==> src/rtl/alu_pkg.sv <==
// Shared op encodings and FSM state type for seq_alu.
// SEQ_ALU_DIV_EN: when defined, DIVU/REMU are iterative; otherwise they are undefined ops.
package alu_pkg;

    typedef enum logic [3:0] {
        OP_ADD   = 4'd0,
        OP_SUB   = 4'd1,
        OP_AND   = 4'd2,
        OP_OR    = 4'd3,
        OP_XOR   = 4'd4,
        OP_NOR   = 4'd5,
        OP_SLT   = 4'd6,
        OP_SLTU  = 4'd7,
        OP_SLL   = 4'd8,
        OP_SRL   = 4'd9,
        OP_SRA   = 4'd10,
        OP_LUI   = 4'd11,
        OP_MUL   = 4'd12,
        OP_MULHU = 4'd13,
        OP_DIVU  = 4'd14,
        OP_REMU  = 4'd15
    } alu_op_t;

    typedef enum logic [1:0] {
        ST_IDLE = 2'd0,
        ST_BUSY = 2'd1,
        ST_DONE = 2'd2
    } alu_state_t;

    function automatic logic is_iterative(input alu_op_t op);
`ifdef SEQ_ALU_DIV_EN
        return op inside {OP_MUL, OP_MULHU, OP_DIVU, OP_REMU};
`else
        return op inside {OP_MUL, OP_MULHU};
`endif
    endfunction

endpackage

==> src/rtl/muldiv_iter.sv <==
// Iterative radix-2 shift-add multiplier and restoring divider sharing one accumulator.
// SEQ_ALU_DIV_EN: when undefined the divide step is not built.
module muldiv_iter
    import alu_pkg::*;
#(
    parameter int unsigned WIDTH = 32
) (
    input  logic             clk,
    input  logic             rst_n,
    input  logic             i_start,
    input  logic             i_flush,
    input  alu_op_t          i_op,
    input  logic [WIDTH-1:0] i_a,
    input  logic [WIDTH-1:0] i_b,
    output logic             o_busy,
    output logic             o_done,
    output logic [WIDTH-1:0] o_result
);

    localparam int unsigned CW = $clog2(WIDTH);

    logic [CW-1:0]      r_cnt;
    logic [2*WIDTH-1:0] r_acc;
    logic [WIDTH-1:0]   r_opb;
    logic               r_hi;
    logic               r_busy;
    logic [WIDTH:0]     w_sum;
    logic [2*WIDTH-1:0] w_mul_nxt;
    logic [2*WIDTH-1:0] w_nxt;
    logic               w_last;

    // Multiply: acc = {partial high, remaining multiplier bits}, shifted right each step.
    assign w_sum     = {1'b0, r_acc[2*WIDTH-1:WIDTH]} + (r_acc[0] ? {1'b0, r_opb} : '0);
    assign w_mul_nxt = {w_sum, r_acc[WIDTH-1:1]};

`ifdef SEQ_ALU_DIV_EN
    logic               r_div;
    logic [WIDTH:0]     w_shift;
    logic [WIDTH-1:0]   w_rem_sub;
    logic [2*WIDTH-1:0] w_div_nxt;

    // Divide: acc = {remainder, dividend/quotient}; a zero divisor always subtracts,
    // which naturally yields all-ones quotient and remainder = dividend.
    assign w_shift   = r_acc[2*WIDTH-1:WIDTH-1];
    assign w_rem_sub = w_shift[WIDTH-1:0] - r_opb;
    assign w_div_nxt = (w_shift >= {1'b0, r_opb})
                     ? {w_rem_sub, r_acc[WIDTH-2:0], 1'b1}
                     : {w_shift[WIDTH-1:0], r_acc[WIDTH-2:0], 1'b0};
    assign w_nxt     = r_div ? w_div_nxt : w_mul_nxt;
`else
    assign w_nxt     = w_mul_nxt;
`endif

    assign w_last   = (r_cnt == CW'(WIDTH - 1));
    assign o_busy   = r_busy;
    assign o_done   = r_busy && w_last;
    assign o_result = r_hi ? w_nxt[2*WIDTH-1:WIDTH] : w_nxt[WIDTH-1:0];

    always_ff @(posedge clk or negedge rst_n) begin
        if (!rst_n) begin
            r_busy <= 1'b0;
            r_cnt  <= '0;
            r_acc  <= '0;
            r_opb  <= '0;
            r_hi   <= 1'b0;
`ifdef SEQ_ALU_DIV_EN
            r_div  <= 1'b0;
`endif
        end else if (i_flush) begin
            r_busy <= 1'b0;
            r_cnt  <= '0;
        end else if (i_start) begin
            r_busy <= 1'b1;
            r_cnt  <= '0;
            r_acc  <= {{WIDTH{1'b0}}, i_a};
            r_opb  <= i_b;
            r_hi   <= (i_op == OP_MULHU) || (i_op == OP_REMU);
`ifdef SEQ_ALU_DIV_EN
            r_div  <= (i_op == OP_DIVU) || (i_op == OP_REMU);
`endif
        end else if (r_busy) begin
            r_acc <= w_nxt;
            if (w_last) begin
                r_busy <= 1'b0;
                r_cnt  <= '0;
            end else begin
                r_cnt <= r_cnt + 1'b1;
            end
        end
    end

endmodule

==> src/rtl/seq_alu.sv <==
// Handshaked execute-stage ALU: single-cycle ops plus iterative MUL/MULHU (and DIVU/REMU
// when SEQ_ALU_DIV_EN is defined); result held until the consumer takes it.
module seq_alu
    import alu_pkg::*;
#(
    parameter int unsigned WIDTH = 32
) (
    input  logic             clk,
    input  logic             rst_n,
    input  logic             in_valid,
    output logic             in_ready,
    input  logic [3:0]       op,
    input  logic [WIDTH-1:0] op1,
    input  logic [WIDTH-1:0] op2,
    input  logic             flush,
    output logic             out_valid,
    input  logic             out_ready,
    output logic [WIDTH-1:0] result,
    output logic             busy
);

    localparam int unsigned SHW = $clog2(WIDTH);

    alu_state_t       r_state;
    logic             r_out_valid;
    logic [WIDTH-1:0] r_result;
    alu_op_t          w_op;
    logic [SHW-1:0]   w_shamt;
    logic [WIDTH-1:0] w_alu;
    logic             w_accept;
    logic             w_start;
    logic             w_md_busy;
    logic             w_md_done;
    logic [WIDTH-1:0] w_md_result;

    assign w_op      = alu_op_t'(op);
    assign w_shamt   = op2[SHW-1:0];
    assign in_ready  = (r_state == ST_IDLE) || ((r_state == ST_DONE) && out_ready);
    assign w_accept  = in_valid && in_ready && !flush;
    assign w_start   = w_accept && is_iterative(w_op);
    assign out_valid = r_out_valid;
    assign result    = r_result;
    assign busy      = w_md_busy;

    always_comb begin
        w_alu = '0;
        case (w_op)
            OP_ADD:  w_alu = op1 + op2;
            OP_SUB:  w_alu = op1 - op2;
            OP_AND:  w_alu = op1 & op2;
            OP_OR:   w_alu = op1 | op2;
            OP_XOR:  w_alu = op1 ^ op2;
            OP_NOR:  w_alu = ~(op1 | op2);
            OP_SLT:  w_alu = {{(WIDTH-1){1'b0}}, ($signed(op1) < $signed(op2))};
            OP_SLTU: w_alu = {{(WIDTH-1){1'b0}}, (op1 < op2)};
            OP_SLL:  w_alu = op1 << w_shamt;
            OP_SRL:  w_alu = op1 >> w_shamt;
            OP_SRA:  w_alu = $unsigned($signed(op1) >>> w_shamt);
            OP_LUI:  w_alu = {op2[WIDTH/2-1:0], {(WIDTH/2){1'b0}}};
            default: w_alu = '0;
        endcase
    end

    muldiv_iter #(.WIDTH(WIDTH)) u_muldiv (
        .clk      (clk),
        .rst_n    (rst_n),
        .i_start  (w_start),
        .i_flush  (flush),
        .i_op     (w_op),
        .i_a      (op1),
        .i_b      (op2),
        .o_busy   (w_md_busy),
        .o_done   (w_md_done),
        .o_result (w_md_result)
    );

    always_ff @(posedge clk or negedge rst_n) begin
        if (!rst_n) begin
            r_state     <= ST_IDLE;
            r_out_valid <= 1'b0;
            r_result    <= '0;
        end else if (flush) begin
            r_state     <= ST_IDLE;
            r_out_valid <= 1'b0;
        end else begin
            case (r_state)
                ST_BUSY: begin
                    if (w_md_done) begin
                        r_state     <= ST_DONE;
                        r_out_valid <= 1'b1;
                        r_result    <= w_md_result;
                    end
                end
                default: begin
                    if (w_start) begin
                        r_state     <= ST_BUSY;
                        r_out_valid <= 1'b0;
                    end else if (w_accept) begin
                        r_state     <= ST_DONE;
                        r_out_valid <= 1'b1;
                        r_result    <= w_alu;
                    end else if ((r_state == ST_DONE) && out_ready) begin
                        r_state     <= ST_IDLE;
                        r_out_valid <= 1'b0;
                    end
                end
            endcase
        end
    end

endmodule

==> config.mk <==
export PLATFORM = sky130hd
export DESIGN_NAME = seq_alu
export DESIGN_NICKNAME = d
export VERILOG_FILES = /design/src/rtl/alu_pkg.sv /design/src/rtl/muldiv_iter.sv /design/src/rtl/seq_alu.sv
export SDC_FILE = /design/constraint.sdc
export NUM_CORES = 1
export LEC_CHECK = 0
export BUFFER_PORTS_ARGS = -buffer_cell sky130_fd_sc_hd__clkbuf_2
export CAP_MARGIN = 15
export CELL_PAD_IN_SITES_DETAIL_PLACEMENT = 1
export CELL_PAD_IN_SITES_GLOBAL_PLACEMENT = 1
export CORE_UTILIZATION = 43
export CTS_BUF_LIST = sky130_fd_sc_hd__clkbuf_16
export CTS_CLUSTER_SIZE = 8
export DETAILED_ROUTE_END_ITERATION = 10
export HOLD_SLACK_MARGIN = 0.05
export PLACE_DENSITY = 0.9
export SYNTH_ARGS = -nofsm -noshare
export SYNTH_HDL_FRONTEND = slang
export SYNTH_SLANG_ARGS = --single-unit
==> constraint.sdc <==
create_clock -name clk -period 3.3 [get_ports clk]
set_input_delay 0.66 -clock clk [delete_from_list [all_inputs] [get_ports clk]]
set_output_delay 0.66 -clock clk [all_outputs]
set_load 0.1 [all_outputs]
==> impl_metrics.csv, run 1 <==
group,metric,value,unit
run_status,outcome,"did not finish",
run_status,lastStage,"5_1_grt",
run_status,stop_error,"[ERROR GRT-0232] Routing congestion too high. Check the congestion heatmap in the GUI.",
place,gp_congestion,1.13,
cts,cts_made_buffers,17,
synthesis,synth.top_cell.area_share,0.207,
synthesis,ys_seq_area_frac,0.207,
synthesis,async_flop_share,1.00,
floorplanning,initial_core_util,0.438,
place,io_buffers,107,
cts,cts_buffer_depth,2,
synthesis,ys.flop_type,"dfrtp_1",
global_routing,grt_max_degree,109,
global_routing,grt_usage,0.689,
synthesis,synth_area_leaders,"dfrtp_1, ha_1, mux2i_1",
synthesis,synth_nets,2350,
cts,postCtsHoldBufs,0,
cts,htree_levels,4,
place,hpwl,73.9,mm
synthesis,syn-cell-area,16600,um^2
synthesis,synth_edf_count,0,
floorplanning,rows,71,
cts,cts-root-buf,"clkbuf_16",
cts,cts_sinks,137,
synthesis,synth_cell_types,88,
place,place_ws,-0.789,ns
global_routing,grt_overflow_total,2,
synthesis,ys_ff_latch,137,
synthesis,netlist_instances,2136,
floorplanning,ios,108,
synthesis,ys.warnings.count,0,
synthesis,synth_common_cells,"nand2_1, o21ai_0, nor2_1",
synthesis,yosys.cell_count.top_type,"nand2_1",
synthesis,syn_avg_cell_area,7.75,um^2
synthesis,synth_area_leader_cell,"dfrtp_1",
floorplanning,fp.dieH,198,um
floorplanning,die-width,198,um
==> routing by layer <==
metal | GRT usage | GRT overflow
met3 | 0.564 | 0
met5 | 0.363 | 0
met1 | 0.684 | 0
met4 | 0.674 | 0
met2 | 0.830 | 2
==> what timing repair did <==
item                                    in CTS
setup buffers                               26
resized for setup                          113
cloned                                       1
endpoints found under the setup margin      38
pin swaps                                   40
==> cells by family after synthesis <==
family,synth area share
multiplexers,0.128
AND/OR/NAND/NOR,0.182
XOR/XNOR,0.0190
AO/OA/AOI/OAI,0.292
adder cells (fa/ha/maj),0.108
buffers and inverters,0.0634
flip-flops,0.207
==> metrics by stage <==
| stage | std cells | cell area, um^2 |
|---|---|---|
| 3_5_place_dp | 3045 | 20700 |
| 3_3_place_gp | 3045 | 20700 |
| 4_1_cts | 3103 | 22000 |
| 2_1_floorplan | 2136 | 16800 |
==> run 2: changes to the inputs <==
- CELL_PAD_IN_SITES_DETAIL_PLACEMENT: 1 -> default
- CELL_PAD_IN_SITES_GLOBAL_PLACEMENT: 1 -> default
- CORE_UTILIZATION: 43 -> 40
- CTS_BUF_LIST: sky130_fd_sc_hd__clkbuf_16 -> default
- CTS_CLUSTER_SIZE: 8 -> default
- HOLD_SLACK_MARGIN: 0.05 -> default
- PLACE_DENSITY: 0.9 -> default
- PLACE_DENSITY_LB_ADDON: default -> 0.15
- clock period: 3.3 -> 4.3 ns (I/O delays scaled with it)
==> run 2 against run 1 <==
Compared with the run above: the flow now finishes without violations; synthesized cell count did not move; synthesized area did not move.
==> impl_metrics.csv, run 2 <==
group,metric,value,unit
run_status,outcome,"complete, no violations",
floorplanning,die-width,205,um
sta,max-slew-margin-rel,0.356,
synthesis,ys.flop_type,"dfrtp_1",
cts,cts_tree,"done",
layout,drive_gt1_frac,0.168,
synthesis,yosys.area_share.simple,0.182,
sta,setup_viol,0,
cts,cts_made_buffers,17,
cts,cts-root-buf,"clkbuf_16",
cts,postCtsHoldBufs,0,
cts,cts_buffer_depth,2,
layout,n_fill_cell,4119,
sta,period_needed,4.10,ns
global_routing,grt_pass1_wl,114,mm
synthesis,synthXorXnorAreaFrac,0.0190,
layout,diodes,0,
power,power.density,293,nW/um^2
synthesis,synth_area_leader_cell,"dfrtp_1",
sta,drv_slew,0,
detailed_routing,viasPerCell,6.38,
global_routing,grt_overflow_total,0,
synthesis,yosys.cell_count.top_type,"nand2_1",
power,leakagePower,8.86,nW
synthesis,synth_mux_area_frac,0.128,
global_routing,antenna_found_initial,1,
cts,cts_sinks,137,
synthesis,netlist_instances,2136,
detailed_routing,num_vias,17900,
detailed_routing,wl,77.9,mm
synthesis,synth.top_cell.area_share,0.207,
synthesis,synth_common_cells,"nand2_1, o21ai_0, nor2_1",
global_routing,grt_usage,0.370,
global_routing,grt_pass1_vias,17000,
worst_setup_path,cp.arrival,4.43,ns
floorplanning,fp.dieH,205,um
floorplanning,ios,108,
worst_setup_path,cp.required,4.63,ns
cts,post_cts_buffers,0,
sta,finClkSkew,0.0146,ns
floorplanning,dieArea,42200,um^2
worst_setup_path,crit_type,"reg -> reg",
layout,regArea,3430,um^2
cts,postCtsResizedCells,0,
synthesis,synth_nets,2350,
power,finalPower,0.00558,W
synthesis,ys.warnings.count,0,
floorplanning,initial_core_util,0.405,
sta,tightest_slew,0.963,ns
detailed_routing,detail_route.iter0.violations,1896,
synthesis,syn_avg_cell_area,7.75,um^2
sta,rsz0062_at_grt,"false",
layout,nets,2480,
synthesis,synth_fa_ha_area_frac,0.108,
detailed_routing,ant_nets,0,
floorplanning,rows,74,
synthesis,synth_compound_area_frac,0.292,
sta,fin_crit_sh,0.953,
sta,setup_tns,0,ns
layout,final_area,19100,um^2
detailed_routing,drt_pre_antenna_iters,6,
layout,largest_reg_flops,64,
place,hpwl,60.9,mm
synthesis,syn-cell-area,16600,um^2
synthesis,ys_seq_area_frac,0.207,
sta,hold_viol,0,
sta,fmax,244,MHz
layout,syn_to_final_growth,15.1,%
cts,clk_pin_slew,0.07,ns
floorplanning,core_area,40800,um^2
worst_setup_path,crit_path_end_kind,"flip-flop",
synthesis,synth_top_family_by_area,"compound AO/OA/AOI/OAI gates",
min_path,holdCritPathClass,"in -> async",
layout,top_register,"u_muldiv.r_acc",
cts,htree_levels,4,
run,maxCapViolations,0,
place,place_area,18500,um^2
global_routing,grt_max_degree,71,
detailed_routing,avgRoutedWirePerCell,27.7,um
synthesis,synth_cell_types,88,
place,io_buffers,107,
synthesis,ys_ff_latch,137,
cts,clk_latency,0.44,ns
detailed_routing,route.detailed.drc,0,
power,irDropWorstVdd,0.000283,V
synthesis,async_flop_share,1.00,
layout,most-common-layout-cells,"nand2_1, o21ai_0, nor2_1",
layout,multi_input_area,12100,um^2
synthesis,synth_edf_count,0,
worst_setup_path,critPathLaunchType,"flip-flop",
place,gp_congestion,1.02,
synthesis,synth_area_leaders,"dfrtp_1, ha_1, mux2i_1",
layout,mostFrequentLayoutCell,"nand2_1",
worst_setup_path,crit_fanout,19,
[run 2: cell counts after synthesis]
No cell type changed its count.
[run 2: report_power, final]
part,internal [W],switching [W]
sequential,0.00145,0.000142
clock,0.000942,0.000601
combinational,0.000704,0.00174
[run 2: worst max-delay path, stage by stage, from the launching register on]
cell and delay [ns]:
dfrtp_1 0.37, buf_4 0.18, buf_4 0.20, and2_1 0.15
ha_1 0.34, a21oi_1 0.17, a2bb2oi_1 0.25, a21oi_1 0.10
a311oi_1 0.50, a31oi_1 0.22, o21a_1 0.27, a41oi_1 0.28
nor4bb_1 0.48, o21ai_0 0.18, a211o_1 0.29
[run 2: cell type report]
class | count | share of cell area
Clock buffer | 21 | 0.0242
Inverter | 101 | 0.0199
Tap cell | 532 | 0.0349
Multi-Input combinational cell | 1741 | 0.636
Timing Repair Buffer | 268 | 0.0979
Clock inverter | 11 | 0.00768
Sequential cell | 137 | 0.180
[run 2: per-stage QoR]
| step | hold slack, ns | std cells | util | setup WS, ns |
|---|---|---|---|---|
| 2_1_floorplan | 0.442 | 2136 | - | 0.0742 |
| 3_3_place_gp | 0.454 | 2779 | 0.452 | 0.212 |
| 3_5_place_dp | 0.462 | 2779 | 0.452 | 0.169 |
| 4_1_cts | 0.467 | 2811 | 0.467 | 0.332 |
| 5_1_grt | 0.486 | 2811 | 0.467 | 0.0849 |
| 6_report | 0.436 | 2811 | 0.467 | 0.202 |
[run 2: logic make-up after synthesis]
kind of cell / count (synthesis)
buf+inv: 258
xor+xnor: 36
flops: 137
compound gates: 736
simple gates: 655
fa+ha+maj: 141
mux: 173
[run 2: layer usage]
layer	share of wire	vias up	GRT usage
li1	-	8131	-
met1	0.44	8731	0.523
met2	0.43	942	0.562
met3	0.082	142	0.0485
met4	0.042	2	0.154
met5	0.00017	-	0
[run 2: final timing paths]
kind                                         from            endpoint  slack (ns)  cells past startpoint
min in group clk                u_muldiv.r_opb[9]   u_muldiv.r_opb[9]        0.47                      2
max in group asynchronous                   rst_n  u_muldiv.r_acc[52]        3.02                      2
worst max register to register  u_muldiv.r_acc[0]          result[31]        0.20                     14
worst min-delay path                        rst_n           result[1]        0.44                      1
worst max-delay path            u_muldiv.r_acc[0]          result[31]        0.20                     14
worst min register to register  u_muldiv.r_opb[9]   u_muldiv.r_opb[9]        0.47                      2
No activity file was read; power rests on OpenSTA's default activity.
